`src/rtl/wb_arb_pkg.sv`:
```
// Shared definitions for the two-master Wishbone arbiter: FSM state
// encoding, one-hot grant encodings and the default watchdog limit.
package wb_arb_pkg;

    typedef enum logic [1:0] {
        ST_IDLE   = 2'd0,
        ST_GRANT0 = 2'd1,
        ST_GRANT1 = 2'd2,
        ST_ABORT  = 2'd3
    } arb_state_t;

    localparam logic [1:0] GNT_NONE = 2'b00;
    localparam logic [1:0] GNT_M0   = 2'b01;
    localparam logic [1:0] GNT_M1   = 2'b10;

    // Cycles of unanswered strobe tolerated before the transfer is aborted.
    localparam int unsigned TIMEOUT_CYC_DEF = 255;

endpackage

```
`src/rtl/wb_arb_watchdog.sv`:
```
// Bus watchdog: counts consecutive strobe cycles without a slave response
// and flags the cycle in which the count of unanswered cycles reaches the
// limit, so the arbiter can abort on the following edge.
module wb_arb_watchdog
    import wb_arb_pkg::*;
#(
    parameter int unsigned TIMEOUT_CYC = TIMEOUT_CYC_DEF  // 1..255
) (
    input  logic i_clk,
    input  logic i_resetn,
    input  logic clear,
    input  logic run,
    output logic expired
);

    localparam logic [7:0] TERM_CNT = 8'(TIMEOUT_CYC - 1);

    logic [7:0] cnt;

    // A response in the same cycle as the terminal count wins (clear has priority).
    assign expired = run && !clear && (cnt == TERM_CNT);

    // Unanswered-strobe counter, cleared by any response or while no grant is active
    always_ff @(posedge i_clk or negedge i_resetn) begin
        if (!i_resetn) begin
            cnt <= 8'd0;
        end else if (clear) begin
            cnt <= 8'd0;
        end else if (run && !expired) begin
            cnt <= cnt + 8'd1;
        end
    end

endmodule

```
`src/rtl/wb_master_arbiter.sv`:
```
// Two-master Wishbone arbiter with locked cycles, fair alternation under
// contention, one dead IDLE cycle between owners and a strobe watchdog that
// aborts a transfer the slave never answers.
module wb_master_arbiter
    import wb_arb_pkg::*;
#(
    parameter int unsigned ADDR_W      = 32,
    parameter int unsigned DATA_W      = 32,
    parameter int unsigned TIMEOUT_CYC = TIMEOUT_CYC_DEF
) (
    input  logic              i_clk,
    input  logic              i_resetn,
    input  logic [ADDR_W-1:0] m0_wb_adr_i,
    input  logic [DATA_W-1:0] m0_wb_dat_i,
    input  logic              m0_wb_we_i,
    input  logic [3:0]        m0_wb_sel_i,
    input  logic              m0_wb_stb_i,
    input  logic              m0_wb_cyc_i,
    output logic [DATA_W-1:0] m0_wb_dat_o,
    output logic              m0_wb_ack_o,
    output logic              m0_wb_err_o,
    input  logic [ADDR_W-1:0] m1_wb_adr_i,
    input  logic [DATA_W-1:0] m1_wb_dat_i,
    input  logic              m1_wb_we_i,
    input  logic [3:0]        m1_wb_sel_i,
    input  logic              m1_wb_stb_i,
    input  logic              m1_wb_cyc_i,
    output logic [DATA_W-1:0] m1_wb_dat_o,
    output logic              m1_wb_ack_o,
    output logic              m1_wb_err_o,
    output logic [ADDR_W-1:0] s_wb_adr_o,
    output logic [DATA_W-1:0] s_wb_dat_o,
    output logic              s_wb_we_o,
    output logic [3:0]        s_wb_sel_o,
    output logic              s_wb_stb_o,
    output logic              s_wb_cyc_o,
    input  logic [DATA_W-1:0] s_wb_dat_i,
    input  logic              s_wb_ack_i,
    input  logic              s_wb_err_i,
    output logic [1:0]        o_grant,
    output logic              o_timeout
);

    arb_state_t state;
    arb_state_t nxt_state;
    logic       last_m1;     // master 1 was served last
    logic       abort_m1;    // master 1 owned the aborted transfer
    logic       timeout_q;   // high only in the first ABORT cycle
    logic       granted;
    logic       wd_clear;
    logic       wd_expired;

    assign granted  = (state == ST_GRANT0) || (state == ST_GRANT1);
    assign wd_clear = !granted || s_wb_ack_i || s_wb_err_i;

    wb_arb_watchdog #(
        .TIMEOUT_CYC (TIMEOUT_CYC)
    ) u_watchdog (
        .i_clk    (i_clk),
        .i_resetn (i_resetn),
        .clear    (wd_clear),
        .run      (s_wb_stb_o),
        .expired  (wd_expired)
    );

    // Read data is broadcast; only ack/err distinguish the owner.
    assign m0_wb_dat_o = s_wb_dat_i;
    assign m1_wb_dat_o = s_wb_dat_i;
    assign o_timeout   = timeout_q;

    // State register
    always_ff @(posedge i_clk or negedge i_resetn) begin
        if (!i_resetn) begin
            state <= ST_IDLE;
        end else begin
            state <= nxt_state;
        end
    end

    // Fairness history, aborted owner and the one-cycle timeout pulse
    always_ff @(posedge i_clk or negedge i_resetn) begin
        if (!i_resetn) begin
            last_m1   <= 1'b1;
            abort_m1  <= 1'b0;
            timeout_q <= 1'b0;
        end else begin
            timeout_q <= granted && wd_expired;
            case (state)
                ST_GRANT0: begin
                    if (nxt_state == ST_IDLE)  last_m1  <= 1'b0;
                    if (nxt_state == ST_ABORT) abort_m1 <= 1'b0;
                end
                ST_GRANT1: begin
                    if (nxt_state == ST_IDLE)  last_m1  <= 1'b1;
                    if (nxt_state == ST_ABORT) abort_m1 <= 1'b1;
                end
                ST_ABORT: begin
                    if (nxt_state == ST_IDLE)  last_m1  <= abort_m1;
                end
                default: ;
            endcase
        end
    end

    // Next-state: arbitrate from IDLE, hold locked cycles, abort on watchdog expiry
    always_comb begin
        nxt_state = state;
        case (state)
            ST_IDLE: begin
                if (m0_wb_cyc_i && m1_wb_cyc_i) begin
                    nxt_state = last_m1 ? ST_GRANT0 : ST_GRANT1;
                end else if (m0_wb_cyc_i) begin
                    nxt_state = ST_GRANT0;
                end else if (m1_wb_cyc_i) begin
                    nxt_state = ST_GRANT1;
                end
            end
            ST_GRANT0: begin
                if (wd_expired)        nxt_state = ST_ABORT;
                else if (!m0_wb_cyc_i) nxt_state = ST_IDLE;
            end
            ST_GRANT1: begin
                if (wd_expired)        nxt_state = ST_ABORT;
                else if (!m1_wb_cyc_i) nxt_state = ST_IDLE;
            end
            ST_ABORT: begin
                if (abort_m1 ? !m1_wb_cyc_i : !m0_wb_cyc_i) nxt_state = ST_IDLE;
            end
            default: nxt_state = ST_IDLE;
        endcase
    end

    // Outputs: route the owner's request to the bus and the bus response to the owner
    always_comb begin
        s_wb_adr_o  = '0;
        s_wb_dat_o  = '0;
        s_wb_we_o   = 1'b0;
        s_wb_sel_o  = 4'h0;
        s_wb_stb_o  = 1'b0;
        s_wb_cyc_o  = 1'b0;
        m0_wb_ack_o = 1'b0;
        m0_wb_err_o = 1'b0;
        m1_wb_ack_o = 1'b0;
        m1_wb_err_o = 1'b0;
        o_grant     = GNT_NONE;
        case (state)
            ST_GRANT0: begin
                s_wb_adr_o  = m0_wb_adr_i;
                s_wb_dat_o  = m0_wb_dat_i;
                s_wb_we_o   = m0_wb_we_i;
                s_wb_sel_o  = m0_wb_sel_i;
                s_wb_stb_o  = m0_wb_stb_i;
                s_wb_cyc_o  = m0_wb_cyc_i;
                m0_wb_ack_o = s_wb_ack_i;
                m0_wb_err_o = s_wb_err_i;
                o_grant     = GNT_M0;
            end
            ST_GRANT1: begin
                s_wb_adr_o  = m1_wb_adr_i;
                s_wb_dat_o  = m1_wb_dat_i;
                s_wb_we_o   = m1_wb_we_i;
                s_wb_sel_o  = m1_wb_sel_i;
                s_wb_stb_o  = m1_wb_stb_i;
                s_wb_cyc_o  = m1_wb_cyc_i;
                m1_wb_ack_o = s_wb_ack_i;
                m1_wb_err_o = s_wb_err_i;
                o_grant     = GNT_M1;
            end
            ST_ABORT: begin
                // Late slave responses are dropped; only the abort error reaches the owner.
                m0_wb_err_o = timeout_q && !abort_m1;
                m1_wb_err_o = timeout_q && abort_m1;
            end
            default: ;
        endcase
    end

endmodule

```
`config.mk`:
```
export PLATFORM = sky130hd
export DESIGN_NAME = wb_master_arbiter
export DESIGN_NICKNAME = d
export VERILOG_FILES = /design/src/rtl/wb_arb_pkg.sv /design/src/rtl/wb_arb_watchdog.sv /design/src/rtl/wb_master_arbiter.sv
export SDC_FILE = /design/constraint.sdc
export NUM_CORES = 1
export LEC_CHECK = 0
export BUFFER_PORTS_ARGS = -buffer_cell sky130_fd_sc_hd__buf_4
export CAP_MARGIN = 20
export CORE_AREA = 5 5 121 123
export DETAILED_ROUTE_END_ITERATION = 8
export DIE_AREA = 0 0 126 128
export PLACE_DENSITY = 0.5
export SLEW_MARGIN = 20
export SYNTH_ARGS = -nofsm -noshare
export SYNTH_HDL_FRONTEND = slang
export SYNTH_HIERARCHICAL = 1
export SYNTH_SLANG_ARGS = --single-unit
```
`constraint.sdc`:
```
create_clock -name i_clk -period 2.83 [get_ports i_clk]
set_clock_uncertainty 0.05 [all_clocks]
set_input_delay 0.1415 -clock i_clk [delete_from_list [all_inputs] [get_ports i_clk]]
set_output_delay 0.1415 -clock i_clk [all_outputs]
set_load 0.01 [all_outputs]
```
==> results.toml <==
[outcome]
outcome = "finished clean"

[die]
initial_utilization_pct = 17.1
ios = 320
die_area_um2 = 16100
core.rowCount = 43
dieWidth_um = 126
core_area_um2 = 13600
die_h_um = 128

[power_and_ir_drop]
clkPwrFrac_pct = 8.1
swShare_pct = 51.1
power_frac_seq_pct = 8.3
total_power_uw = 3200
leakagePower_uw = 0.00183
intPower_uw = 1560
irDropWorstVdd_v = 0.000273
power_density_nw_per_um2 = 845
pwr-share-comb_pct = 83.6
power.switching_uw = 1640

[clock_network]
cts_sinks = 13
cts_setup_buffers = 0
cts.path.max_buffers = 2
clock_latency_ns = 0.24
cts.clk_slew.worst_paths_ns = 0.05
cts-root-buf = "clkbuf_16"
numCtsBuffers = 3
htreeDepth = 1
cts_tree = "built"

[setup_path]
max_stage_delay_ns = 0.42
crit_required_ns = 2.93
crit_slowest_cell = "dfrtp_2"
critPathLaunchType = "register"
critPathMaxFanout = 7
cp_cell_sequence = "inv_1, ha_1, inv_2, or3_1, and4b_1, and3_2, o21a_1, nor2_1, a32oi_2, nor2_1, o21ai_0"
crit_type = "reg2reg"
crit_path_end_kind = "register"
cp.arrival_ns = 2.66
crit_top_cell = "nor2_1"

[final_layout]
diodes = 0
nNetsFinal = 659
fillCellCount = 1525
drive_above_1_share_pct = 53.4
syn2layout_area_growth_pct = 62.8
fin_cells = 654

[yosys]
synth_edf_count = 0
synth_seq_area_share_pct = 14.0
ys_warn_count = 6
async_flop_share_pct = 100
syn_area_um2 = 2320
syn-num-nets = 513
synth_flop_cell = "dfrtp_1"
yosysUniqueCellTypes = 45
synthCells = 329
syn_area_per_cell_um2 = 7.07
ys_ff_latch = 13

[timing]
fin_ws_ns = 0.276
timing.slew.headroom_pct = 52.1
max_clock_freq_ghz = 0.392
finalSetupTns_ns = 0
hold_viol_final = 0
finalMaxSlewViolations = 0
period_minus_slack_ns = 2.55
rsz0062_at_grt = "false"
min_period_over_period_pct = 90.2
worstMarginPinSlew_ns = 0.718
finalSetupViolations = 0

[global_routing]
met3_usage_pct = 3.71
grt-ovfl-total = 0
grt_pass1_vias = 3036
grt_use_total_pct = 12.0
grt_max_degree = 72
grt_pass1_wl_mm = 16.1
grt-busiest-layer = "met2"
antenna_found_initial = 0
grt_util_met2_pct = 21.0
grt_use_met1_pct = 14.3

[min_path]
min_path_type = "in2async"

[placement]
dp_hpwl_mm = 9.02
dp_slack_ns = 0.216
gp_routability_congestion = 0.796
io_buffer_count = 223
placedCellCount = 649

[routing]
wl_per_cell_um = 16.9
dr.pass1.iters = 4
via_count = 2949
routed_wl_mm = 11.1
drtAntennaViolNets = 0
routed_via_density = 4.51
drc_errors = 0
drt-initial-drc-count = 95

[flow_run]
drv_cap = 0
Yosys cell counts (all sizes together), types with 3 or more instances:
cell type   n  area share (%)
buf        78              24
mux2        3             1.6
ha          6             3.2
clkbuf     13             2.1
nor3        3            0.65
and2        4             1.1
inv         7             1.1
a32oi       3             1.1
a22oi      71              23
nand2       6            0.97
a21oi       4            0.86
nor2       76              12
nand4       3            0.81
nand3       4            0.86
dfrtp      12              13
o21ai       5             1.2
path summary, 6_finish.rpt:
| kind | startpoint | to | slack, ns | cells past startpoint |
|---|---|---|---|---|
| worst max-delay path | state[0]$_DFF_PN0_ | last_m1$_DFFE_PN1P_ | 0.28 | 11 |
| worst min-delay path | i_resetn | u_watchdog/cnt[1]$_DFFE_PN0P_ | 0.23 | 2 |
| worst max register to register | state[0]$_DFF_PN0_ | last_m1$_DFFE_PN1P_ | 0.28 | 11 |
| worst min register to register | last_m1$_DFFE_PN1P_ | last_m1$_DFFE_PN1P_ | 0.47 | 2 |
| max in group asynchronous | i_resetn | last_m1$_DFFE_PN1P_ | 2.26 | 2 |
| min in group i_clk | s_wb_dat_i[29] | m0_wb_dat_o[29] | 0.23 | 0 |
metrics by stage:
stage	area (um^2)	util, %	hold WS [ns]
floorplan	2320	-	-0.204
global placement	3680	27.1	-0.0525
detailed placement	3680	27.1	-0.0521
CTS	3770	27.8	0.233
global route	3780	27.9	0.233
finish	3780	27.9	0.233
cell type report:
class                      instances  area (um^2)  share of cell area (%)
sequential                        13          329                    8.69
multi-input combinational        218         1380                    36.5
clock buffer                       4         78.8                    2.08
inverter                           7         26.3                   0.694
tap                              180          225                    5.95
timing repair buffer             232         1740                    46.1
sequential cells by signal, indices dropped and copies added, names as in the netlist:
name / flops
o_timeout: 1
last_m1: 1
abort_m1: 1
state: 2
u_watchdog/cnt: 8
cells in the final DEF (no fill, tap or decap), types with 2 or more instances in the layout:
cell type / count
a21oi_1: 4
a22oi_1: 71
a31oi_1: 2
a32oi_2: 2
and2_1: 4
and4_2: 2
buf_4: 231
clkbuf_16: 3
dfrtp_1: 10
dfrtp_2: 2
ha_1: 4
ha_2: 2
inv_1: 6
mux2_2: 2
nand2_1: 6
nand3_1: 4
nand4_1: 3
nor2_1: 76
nor2b_1: 2
nor3_1: 3
nor3b_1: 2
o211ai_1: 2
o21a_1: 2
o21ai_0: 4
o31ai_1: 2
or3_1: 2
cells by family after synthesis:
| kind of cell | Yosys count | share of synthesized area [%] |
|---|---|---|
| AOI/OAI and AO/OA | 101 | 33.2 |
| and+or+nand+nor | 108 | 20.6 |
| buffers and inverters | 98 | 27.4 |
| muxes | 3 | 1.61 |
| adders and majority gates | 6 | 3.23 |
| DFF | 13 | 14.0 |
power groups by stage:
stage               Sequential, uW  Combinational [uW]  Clock (uW)
floorplan                      252                1600           0
global placement               259                2680           0
detailed placement             264                2720           0
CTS                            261                2730         271
finish                         265                2670         260
global route                   271                2950         276
routing by layer:
layer / share of wire, % / routed length, um / up-vias
li1: - / - / 1411
met1: 39 / 4350 / 1369
met2: 50 / 5500 / 145
met3: 9.2 / 1020 / 24
met4: 1.7 / 191 / 0
met5: 0 / 0 / -
critical path, delay by kind of cell, from the launching register on:
kind | cells | cell delay, ns
flops | 1 | 0.42
compound gates | 3 | 0.52
buf+inv | 2 | 0.14
fa+ha+maj | 1 | 0.33
simple gates | 5 | 1.01
repair_timing:
item | in CTS | in global routing
hold buffers | 1 | 0
hold endpoints to repair | 13 | 0
resized for setup | 0 | 4
endpoints found under the setup margin | 0 | 1
(Power assumes the default switching activity.)
